$ cat src/rtl/sprite_blitter_if.sv
// sprite_blitter_if: bundles the sequencer handshake, sprite ROM port and
// vga_adapter pixel stream of sprite_blitter.
//   slave  : the blitter (takes start/origin/size/base and rom_q, drives
//            rom_addr, x/y/colour/plot, busy, done)
//   master : the surrounding sequencer / ROM / frame-buffer side
interface sprite_blitter_if #(
  parameter int X_W      = 9,
  parameter int Y_W      = 8,
  parameter int ADDR_W   = 14,
  parameter int COLOUR_W = 3,
  parameter int DIM_W    = 8
);
  logic                start;
  logic [X_W-1:0]      x0;
  logic [Y_W-1:0]      y0;
  logic [DIM_W-1:0]    width;
  logic [DIM_W-1:0]    height;
  logic [ADDR_W-1:0]   base_addr;
  logic [ADDR_W-1:0]   rom_addr;
  logic [COLOUR_W-1:0] rom_q;
  logic [X_W-1:0]      x;
  logic [Y_W-1:0]      y;
  logic [COLOUR_W-1:0] colour;
  logic                plot;
  logic                busy;
  logic                done;

  modport slave (
    input  start, x0, y0, width, height, base_addr, rom_q,
    output rom_addr, x, y, colour, plot, busy, done
  );

  modport master (
    output start, x0, y0, width, height, base_addr, rom_q,
    input  rom_addr, x, y, colour, plot, busy, done
  );
endinterface

$ cat src/rtl/sprite_blitter.sv
// sprite_blitter: copies a width x height sprite from a synchronous colour
// ROM into the frame buffer at a runtime origin, one pixel per clock.
// The ROM address stream is row-major; screen coordinates and the on-screen
// flag travel down a ROM_LATENCY-deep delay line so they meet rom_q, and a
// final register stage drives x/y/colour/plot. Off-screen pixels still take
// their cycle (plot=0), so draw time depends only on width*height.
//
// Ports:
//   clk, reset (async, active-high)
//   bus (sprite_blitter_if.slave): start/x0/y0/width/height/base_addr in,
//     rom_addr out / rom_q in, x/y/colour/plot out, busy/done out
//
// Optional build macro SPRITE_BLITTER_TRANSPARENCY_EN: pixels whose ROM
// colour equals TRANSPARENT_COLOUR are not plotted.
//
// state   | meaning
// --------+-------------------------------------------------------------
// S_IDLE  | waiting for start; parameters latched on acceptance
// S_SCAN  | issuing one ROM address per cycle
// S_DRAIN | ROM_LATENCY+1 cycles flushing the read/output pipeline
// S_DONE  | one-cycle done pulse
module sprite_blitter #(
  parameter int X_W      = 9,
  parameter int Y_W      = 8,
  parameter int ADDR_W   = 14,
  parameter int COLOUR_W = 3,
  parameter int DIM_W    = 8,
  parameter int SCREEN_W = 320,
  parameter int SCREEN_H = 240,
  parameter int ROM_LATENCY = 1,
  parameter logic [COLOUR_W-1:0] TRANSPARENT_COLOUR = '0
) (
  input logic clk,
  input logic reset,
  sprite_blitter_if.slave bus
);

`ifdef SPRITE_BLITTER_TRANSPARENCY_EN
  localparam bit TRANSP_EN = 1'b1;
`else
  localparam bit TRANSP_EN = 1'b0;
`endif

  localparam int DRN_W = $clog2(ROM_LATENCY + 1) + 1;

  typedef enum logic [1:0] {S_IDLE, S_SCAN, S_DRAIN, S_DONE} state_t;
  state_t state, state_nx;

  logic [X_W-1:0]      x0_q;
  logic [Y_W-1:0]      y0_q;
  logic [DIM_W-1:0]    w_q, h_q, col, row;
  logic [DRN_W-1:0]    drain_cnt;
  logic [ADDR_W-1:0]   rom_addr_q;
  logic [X_W-1:0]      x_q;
  logic [Y_W-1:0]      y_q;
  logic [COLOUR_W-1:0] colour_q;
  logic                plot_q;

  logic                col_last, last_px;
  logic [X_W:0]        sx;
  logic [Y_W:0]        sy;
  logic                in_bounds, key_hit, px_go;

  logic                v_d  [ROM_LATENCY];
  logic                in_d [ROM_LATENCY];
  logic [X_W-1:0]      sx_d [ROM_LATENCY];
  logic [Y_W-1:0]      sy_d [ROM_LATENCY];

  assign col_last = (col == w_q - DIM_W'(1));
  assign last_px  = col_last && (row == h_q - DIM_W'(1));

  always_ff @(posedge clk or posedge reset) begin
    if (reset) state <= S_IDLE;
    else       state <= state_nx;
  end

  always_comb begin
    state_nx = state;
    case (state)
      S_IDLE:  if (bus.start)
                 state_nx = (bus.width != '0 && bus.height != '0) ? S_SCAN : S_DONE;
      S_SCAN:  if (last_px) state_nx = S_DRAIN;
      S_DRAIN: if (drain_cnt == '0) state_nx = S_DONE;
      S_DONE:  state_nx = S_IDLE;
      default: state_nx = S_IDLE;
    endcase
  end

  // Rows are contiguous in the ROM, so base + row*W + col is just a
  // running increment from base.
  always_ff @(posedge clk or posedge reset) begin
    if (reset) begin
      x0_q       <= '0;
      y0_q       <= '0;
      w_q        <= '0;
      h_q        <= '0;
      col        <= '0;
      row        <= '0;
      drain_cnt  <= '0;
      rom_addr_q <= '0;
    end else begin
      case (state)
        S_IDLE: if (bus.start) begin
          x0_q       <= bus.x0;
          y0_q       <= bus.y0;
          w_q        <= bus.width;
          h_q        <= bus.height;
          col        <= '0;
          row        <= '0;
          rom_addr_q <= bus.base_addr;
        end
        S_SCAN: begin
          rom_addr_q <= rom_addr_q + ADDR_W'(1);
          if (col_last) begin
            col <= '0;
            row <= row + DIM_W'(1);
          end else begin
            col <= col + DIM_W'(1);
          end
          if (last_px) drain_cnt <= DRN_W'(ROM_LATENCY);
        end
        S_DRAIN: drain_cnt <= drain_cnt - DRN_W'(1);
        default: ;
      endcase
    end
  end

  // One extra bit so origin + offset cannot wrap back on-screen.
  assign sx        = (X_W+1)'(x0_q) + (X_W+1)'(col);
  assign sy        = (Y_W+1)'(y0_q) + (Y_W+1)'(row);
  assign in_bounds = (sx < (X_W+1)'(SCREEN_W)) && (sy < (Y_W+1)'(SCREEN_H));

  always_ff @(posedge clk or posedge reset) begin
    if (reset) begin
      for (int i = 0; i < ROM_LATENCY; i++) begin
        v_d[i]  <= 1'b0;
        in_d[i] <= 1'b0;
        sx_d[i] <= '0;
        sy_d[i] <= '0;
      end
    end else begin
      v_d[0]  <= (state == S_SCAN);
      in_d[0] <= in_bounds;
      sx_d[0] <= sx[X_W-1:0];
      sy_d[0] <= sy[Y_W-1:0];
      for (int i = 1; i < ROM_LATENCY; i++) begin
        v_d[i]  <= v_d[i-1];
        in_d[i] <= in_d[i-1];
        sx_d[i] <= sx_d[i-1];
        sy_d[i] <= sy_d[i-1];
      end
    end
  end

  assign key_hit = TRANSP_EN && (bus.rom_q == TRANSPARENT_COLOUR);
  assign px_go   = v_d[ROM_LATENCY-1] && in_d[ROM_LATENCY-1] && !key_hit;

  // x/y/colour only move when a pixel is actually plotted.
  always_ff @(posedge clk or posedge reset) begin
    if (reset) begin
      plot_q   <= 1'b0;
      x_q      <= '0;
      y_q      <= '0;
      colour_q <= '0;
    end else begin
      plot_q <= px_go;
      if (px_go) begin
        x_q      <= sx_d[ROM_LATENCY-1];
        y_q      <= sy_d[ROM_LATENCY-1];
        colour_q <= bus.rom_q;
      end
    end
  end

  assign bus.rom_addr = rom_addr_q;
  assign bus.x        = x_q;
  assign bus.y        = y_q;
  assign bus.colour   = colour_q;
  assign bus.plot     = plot_q;
  assign bus.busy     = (state == S_SCAN) || (state == S_DRAIN);
  assign bus.done     = (state == S_DONE);

endmodule

$ cat src/flat_wrapper.sv
// flat-port wrapper written by rule: the top's interface ports become plain ports
module sprite_blitter_flat 
#(
  parameter int X_W      = 9,
  parameter int Y_W      = 8,
  parameter int ADDR_W   = 14,
  parameter int COLOUR_W = 3,
  parameter int DIM_W    = 8,
  parameter int SCREEN_W = 320,
  parameter int SCREEN_H = 240,
  parameter int ROM_LATENCY = 1,
  parameter logic [COLOUR_W-1:0] TRANSPARENT_COLOUR = '0
)
  (clk, reset, bus_start, bus_x0, bus_y0, bus_width, bus_height, bus_base_addr, bus_rom_q, bus_rom_addr, bus_x, bus_y, bus_colour, bus_plot, bus_busy, bus_done);
  sprite_blitter_if #(.X_W(X_W), .Y_W(Y_W), .ADDR_W(ADDR_W), .COLOUR_W(COLOUR_W), .DIM_W(DIM_W)) bus_i ();
  input logic clk;
  input logic reset;
  input wire logic [$bits(bus_i.start)-1:0] bus_start;
  input wire logic [$bits(bus_i.x0)-1:0] bus_x0;
  input wire logic [$bits(bus_i.y0)-1:0] bus_y0;
  input wire logic [$bits(bus_i.width)-1:0] bus_width;
  input wire logic [$bits(bus_i.height)-1:0] bus_height;
  input wire logic [$bits(bus_i.base_addr)-1:0] bus_base_addr;
  input wire logic [$bits(bus_i.rom_q)-1:0] bus_rom_q;
  output wire logic [$bits(bus_i.rom_addr)-1:0] bus_rom_addr;
  output wire logic [$bits(bus_i.x)-1:0] bus_x;
  output wire logic [$bits(bus_i.y)-1:0] bus_y;
  output wire logic [$bits(bus_i.colour)-1:0] bus_colour;
  output wire logic [$bits(bus_i.plot)-1:0] bus_plot;
  output wire logic [$bits(bus_i.busy)-1:0] bus_busy;
  output wire logic [$bits(bus_i.done)-1:0] bus_done;
  assign bus_i.start = bus_start;
  assign bus_i.x0 = bus_x0;
  assign bus_i.y0 = bus_y0;
  assign bus_i.width = bus_width;
  assign bus_i.height = bus_height;
  assign bus_i.base_addr = bus_base_addr;
  assign bus_i.rom_q = bus_rom_q;
  assign bus_rom_addr = bus_i.rom_addr;
  assign bus_x = bus_i.x;
  assign bus_y = bus_i.y;
  assign bus_colour = bus_i.colour;
  assign bus_plot = bus_i.plot;
  assign bus_busy = bus_i.busy;
  assign bus_done = bus_i.done;
  sprite_blitter #(.X_W(X_W), .Y_W(Y_W), .ADDR_W(ADDR_W), .COLOUR_W(COLOUR_W), .DIM_W(DIM_W), .SCREEN_W(SCREEN_W), .SCREEN_H(SCREEN_H), .ROM_LATENCY(ROM_LATENCY), .TRANSPARENT_COLOUR(TRANSPARENT_COLOUR)) u_core (.clk(clk), .reset(reset), .bus(bus_i));
endmodule
$ cat config.mk
export PLATFORM = sky130hd
export DESIGN_NAME = sprite_blitter_flat
export DESIGN_NICKNAME = d
export VERILOG_FILES = /design/src/rtl/sprite_blitter_if.sv /design/src/rtl/sprite_blitter.sv /design/src/flat_wrapper.sv
export SDC_FILE = /design/constraint.sdc
export NUM_CORES = 1
export LEC_CHECK = 0
export ABC_AREA = 1
export CORE_MARGIN = 2
export CORE_UTILIZATION = 50
export CTS_CLUSTER_DIAMETER = 30
export DETAILED_ROUTE_END_ITERATION = 10
export GPL_TIMING_DRIVEN = 0
export PLACE_DENSITY_LB_ADDON = 0.3
export RECOVER_POWER = 50
export SETUP_SLACK_MARGIN = 0.3
export SLEW_MARGIN = 20
export SYNTH_ARGS = -nofsm -noshare
export SYNTH_HDL_FRONTEND = slang
export SYNTH_SLANG_ARGS = --single-unit
$ cat constraint.sdc
create_clock -name clk -period 3.4 [get_ports clk]
set_input_delay 0.34 -clock clk [delete_from_list [all_inputs] [get_ports clk]]
set_output_delay 0.34 -clock clk [all_outputs]
set_load 0.02 [all_outputs]
* Word-level counts from Yosys, hierarchy flattened
Cells that the tools add are included.
** Storage, ports and cells
- Bits in registers :: 107
- Input port bits :: 53
** Cells by class
- Add/sub/neg operators :: 8
- $lt $le $gt $ge :: 2
- Equality and inequality tests :: 9
- Mux-type cells :: 14
- Reduce and logical (&&, ||, !) cells :: 16
** Operator list (count)
- 8-bit case mux with 2 select lines :: 2
- 14-bit case mux with 2 select lines :: 1
- 8-bit two-way mux :: 3
- 8-bit by 1-bit adder with 8-bit output, second input constant :: 2
- 8-bit equality test :: 2
- 8-bit nonzero test :: 2
- 8-bit by 1-bit subtractor with 8-bit output, second input constant :: 2
- 14-bit by 1-bit adder with 14-bit output, second input constant :: 1
- 14-bit two-way mux :: 1
- 9-bit by 8-bit adder with 10-bit output :: 1
- 10-bit by 9-bit < comparator with 1-bit output, second input constant :: 1
- 2-bit two-way mux :: 5
- 8-bit by 8-bit adder with 9-bit output :: 1
- 9-bit by 8-bit < comparator with 1-bit output, second input constant :: 1
- 2-bit case mux with 4 select lines :: 1
- 2-bit by 1-bit inequality test with 1-bit output, second input constant :: 3
- 2-bit AND reduction :: 3
- 3-bit AND reduction :: 2
- 2-bit equality test, second input constant :: 2
- 1-bit logical AND :: 4
- 2-bit logical NOT :: 2
- 2-bit case mux with 2 select lines :: 1
- 2-bit nonzero test :: 2
- 2-bit by 1-bit equality test with 1-bit output, second input constant :: 1
- 3 further kinds :: 3

* Logic depth before layout (Yosys ltp)
- Depth after elaboration :: 5
- Depth in mapped cells :: 15
- Gate-level depth less buffers :: 15

* Worst setup path after synthesis
Ideal clock, no wire load.
- Path kind :: register to register
- Start point :: register u_core.col[0]
- End point :: register u_core.in_d
- Library setup time :: 0.071 ns
- Data arrival time :: 1.759 ns
- Path slack :: 1.570 ns
- Stages on the path, launching flop included :: 11
- Period minus slack after synthesis :: 1.830 ns
- Cells stage by stage :: dfrtp_1 ha_1 fa_1 nand3_1 nand2_1 a21oi_1 xor2_1 nand2_1 nand2_1 nand3_1 nor2_1
** On the way
- Word-level cells in the longest chain between the ends :: 3
** Ends and longest elaborated chain
- start, declared :: RTL line sprite_blitter.sv:51 : logic [DIM_W-1:0] w_q, h_q, col, row;
- start signal, assigned :: RTL line sprite_blitter.sv:118 : col <= col + DIM_W'(1);
- 9-bit by 8-bit adder with 10-bit output :: RTL line sprite_blitter.sv:129 : assign sx = (X_W+1)'(x0_q) + (X_W+1)'(col);
- 10-bit by 9-bit < comparator with 1-bit output :: RTL line sprite_blitter.sv:131 : assign in_bounds = (sx < (X_W+1)'(SCREEN_W)) && (sy < (Y_W+1)'(SCREEN_H));
- 1-bit logical AND :: RTL line sprite_blitter.sv:131
- named net u_core.in_bounds :: RTL line sprite_blitter.sv:62 : logic in_bounds, key_hit, px_go;
- end signal, assigned by index :: RTL line sprite_blitter.sv:148 : in_d[i] <= in_d[i-1];
- end, declared :: RTL line sprite_blitter.sv:65 : logic in_d [ROM_LATENCY];
The timed path passes the listed nets, and every way through them passes these cells.
A chain may end at the register's enable or synchronous reset.

* Worst setup path in the final report
- Start point :: register u_core.state[1]
- End point :: register u_core.rom_addr_q[11], in the netlist u_core.bus.rom_addr[11]
** On the way
- Word-level cells in the longest chain between the ends :: 3
- Elaborated cells between the ends (all ways) :: 6
** Ends and longest elaborated chain
- start, declared :: RTL line sprite_blitter.sv:47 : state_t state, state_nx;
- start signal, assigned :: RTL line sprite_blitter.sv:74 : else state <= state_nx;
- 2-bit by 1-bit equality test with 1-bit output / 2-bit logical NOT (equally long branches) :: RTL line sprite_blitter.sv:102 : case (state)
- 2-bit nonzero test (no line) / 2-bit inequality test (equally long branches)
- 2-bit AND reduction (no line)
- end signal, assigned :: RTL line sprite_blitter.sv:110 : rom_addr_q <= bus.base_addr;
- end signal, assigned :: RTL line sprite_blitter.sv:113 : rom_addr_q <= rom_addr_q + ADDR_W'(1);
- end, declared :: RTL line sprite_blitter.sv:53 : logic [ADDR_W-1:0] rom_addr_q;
Parallel ways exist; a longest one is shown, timed or not.

==> results by group <==
Yosys
  – Yosys Warn Count: 0
  – Most common cell in the synthesized netlist: nand2_1
  – Synth cell count leaders: nand2_1, dfrtp_1, inv_1, nor2_1, nand3_1
  – Area leader, netlist: dfrtp_1
  – Seq cells post-synth: 107
  – Syn_nets: 827
  – Post-synth top flop: dfrtp_1
  – Post-Syn Area: 5813 um2
  – Synth Instances: 746
  – Top post-synthesis cells by area: dfrtp_1, nand2_1, ha_1
  – Register area share after synthesis: 46.06%
  – Number of flops mapped to enable cells by yosys: 0
  – Netlist cell types: 35
  – Syn Area/Cell: 7.792 um2
  – Share of flip-flops with an asynchronous set or reset: 100.0%
  – Yosys top cell area share: 46.06%

Pwr
  – Clock Power Share: 15.2%
  – Internal power: 3465 uW
  – Leakage power figure: 0.003647 uW
  – Comb pwr share: 49.2%
  – Sequential fraction of design power: 35.6%
  – Sw Share: 43.92%
  – Switch Pwr: 2713 uW
  – Power Density: 858.7 nW/um2
  – VDD IR max: 0.4954 mV

Detailed routing
  – Via-per-instance ratio: 5.249
  – Routed wire length: 14,000 um
  – DRT Pass-1 Iters: 5
  – Total number of vias: 5,223
  – DR WL/cell: 14.07 um
  – Routed Antenna Nets: 0
  – Starting DRC count in detailed routing: 381
  – DRC Markers: 0

Place
  – Port Buf Inserts: 89
  – Placed cell areas: 6954 um2
  – Final Wtd Congestion: 0.9343
  – DP HPWL: 10,710 um

Clock network
  – Setup Buffers After CTS: 0
  – Number of H-tree levels: 3
  – Post_cts resized: 0
  – CTS Buf Count: 9
  – CTS Hold Bufs: 0
  – CTS sink cnt: 107
  – Longest Clk Path Bufs: 2
  – CTS tree: done
  – Skew-Pair Late Insertion Delay: 350 ps
  – Root Buffer: clkbuf_16
  – Reg clk slew, reported paths: 70 ps

Critical path
  – Critical path type: flop to flop
  – Crit. Startpoint: u_core.state[1]
  – CP Launch Type: flop
  – Crit path max fanout: 10
  – Worst r2r src: u_core.state[1]
  – WP data arrival: 2620 ps
  – Crit. End Element: flop
  – Worst path required time: 3660 ps

Flow run
  – Max Cap Viol: 0

Timing
  – Final Skew: 7.381 ps
  – Setup TNS: 0 ps
  – Slew Limit Headroom: 4.686%
  – Minimum clock period: 2360 ps
  – Count of final hold-check violations: 0
  – Worst Tran Pin Value: 1422 ps
  – Final slew viol count: 0
  – Final setup fails: 0
  – Final period util: 69.42%
  – Highest clock rate: 423.7 MHz
  – RSZ-0062 raised after global routing: false

GRT
  – Global route overflow: 0
  – Total track usage: 23.41%
  – Antenna violations before repair: 0
  – Vias in the first global route: 5,171
  – Largest net degree at the start of global routing: 33
  – Global-route wire length before repair: 23,760 um

Status
  – Run status: finished clean

Floorplan
  – CORE AREA: 11,370 um2
  – Die Area: 12,500 um2
  – Initial Util: 51.13%
  – Die width: 111.8 um
  – Rows: 39
  – Die H: 111.8 um
  – Num ports: 90

Final layout
  – Area grow syn2layout: 23.78%
  – Layout Nets: 930
  – Antenna diodes: 0
  – Share of post-route cells with drive strength above 1: 3.756%
  – Design area: 7196 um2

Hold path
  – Hold_sp: u_core.sy_d[2]
  – HP Class: flop to flop
[stage by stage]
step           total power [uW]  util (%)  cells  hold slack, ps  worst slack [ps]
6_report                   6179     63.29    995           440.0              1040
3_3_place_gp               5107     60.57    978           424.0             760.9
2_1_floorplan              4176         -    746           418.3              1570
4_1_cts                    6204     63.31    995           445.1              1114
3_5_place_dp               5251     61.16    981           424.1              1118
5_1_grt                    6692     63.29    995           458.1             920.8
[registers in the layout (all words and copies together), names as in the netlist, 9 cells and up]
signal               cells
u_core.sx_d              9
u_core.bus.x             9
u_core.x0_q              9
u_core.bus.rom_addr     14
[cell type report]
cell class              count  area [um2]
repair buffers             92       958.4
clock buffers              14       244.0
inverters                  79       300.3
well taps                 143       178.9
fillers                   992        4174
multi-input cells         543        2764
plain buffers              17       72.57
flip-flops and latches    107        2678
[critical path: stages, from the launching register on]
cell	delay, ps
dfrtp_1	410
inv_1	100
ha_1	230
buf_6	190
inv_2	100
o21ai_4	370
clkbuf_1	580
o211ai_1	180
o21ai_0	110
[per-layer routing]
metal  vias up  GRT usage [%]  routed length (um)
met2       173          39.23                6853
met1      2447          30.96                6215
met4         0          8.642                 180
li1       2587              -                   -
met5         -              0                   0
met3        16          3.593                 745
[worst paths after layout]
| check | endpoint | slack [ps] | depth (start not counted) |
|---|---|---|---|
| max reg2reg | u_core.bus.rom_addr[11] | 1040 | 8 |
| min | u_core.bus.y[2] | 440 | 2 |
| max | u_core.bus.rom_addr[11] | 1040 | 8 |
| min in group asynchronous | u_core.bus.x[0] | 770 | 2 |
| max in group asynchronous | u_core.drain_cnt[1] | 1720 | 4 |
| min reg2reg | u_core.bus.y[2] | 440 | 2 |
[power by group through the flow]
stage / combinational [uW] / clock (uW) / sequential (uW)
finish: 3040 / 937 / 2200
global route: 3420 / 997 / 2280
CTS: 3050 / 950 / 2200
detailed placement: 3040 / 0 / 2210
global placement: 2910 / 0 / 2200
floorplan: 1820 / 0 / 2360
[kinds of logic after synthesis]
family,share of synthesized area [%]
compound gates,6.866
fa+ha+maj,6.285
xor+xnor,4.671
flops,46.06
buf+inv,6.392
simple gates,29.72
[cells in the final DEF, fill, tap and decap left out, types with 3 or more instances in the layout]
| cell type | count |
|---|---|
| nand2_1 | 265 |
| dfrtp_1 | 107 |
| clkdlybuf4s50_1 | 88 |
| inv_1 | 73 |
| nor2_1 | 58 |
| nand3_1 | 52 |
| o21ai_0 | 33 |
| xor2_1 | 26 |
| ha_1 | 26 |
| a21oi_1 | 25 |
| clkbuf_1 | 20 |
| nand4_1 | 13 |
| clkbuf_16 | 9 |
| nor4_1 | 7 |
| xnor2_1 | 5 |
| nor3_1 | 4 |
| inv_2 | 3 |
| or2_2 | 3 |
| o22ai_1 | 3 |
| a22oi_1 | 3 |
No activity file was read; power rests on OpenSTA's default activity.
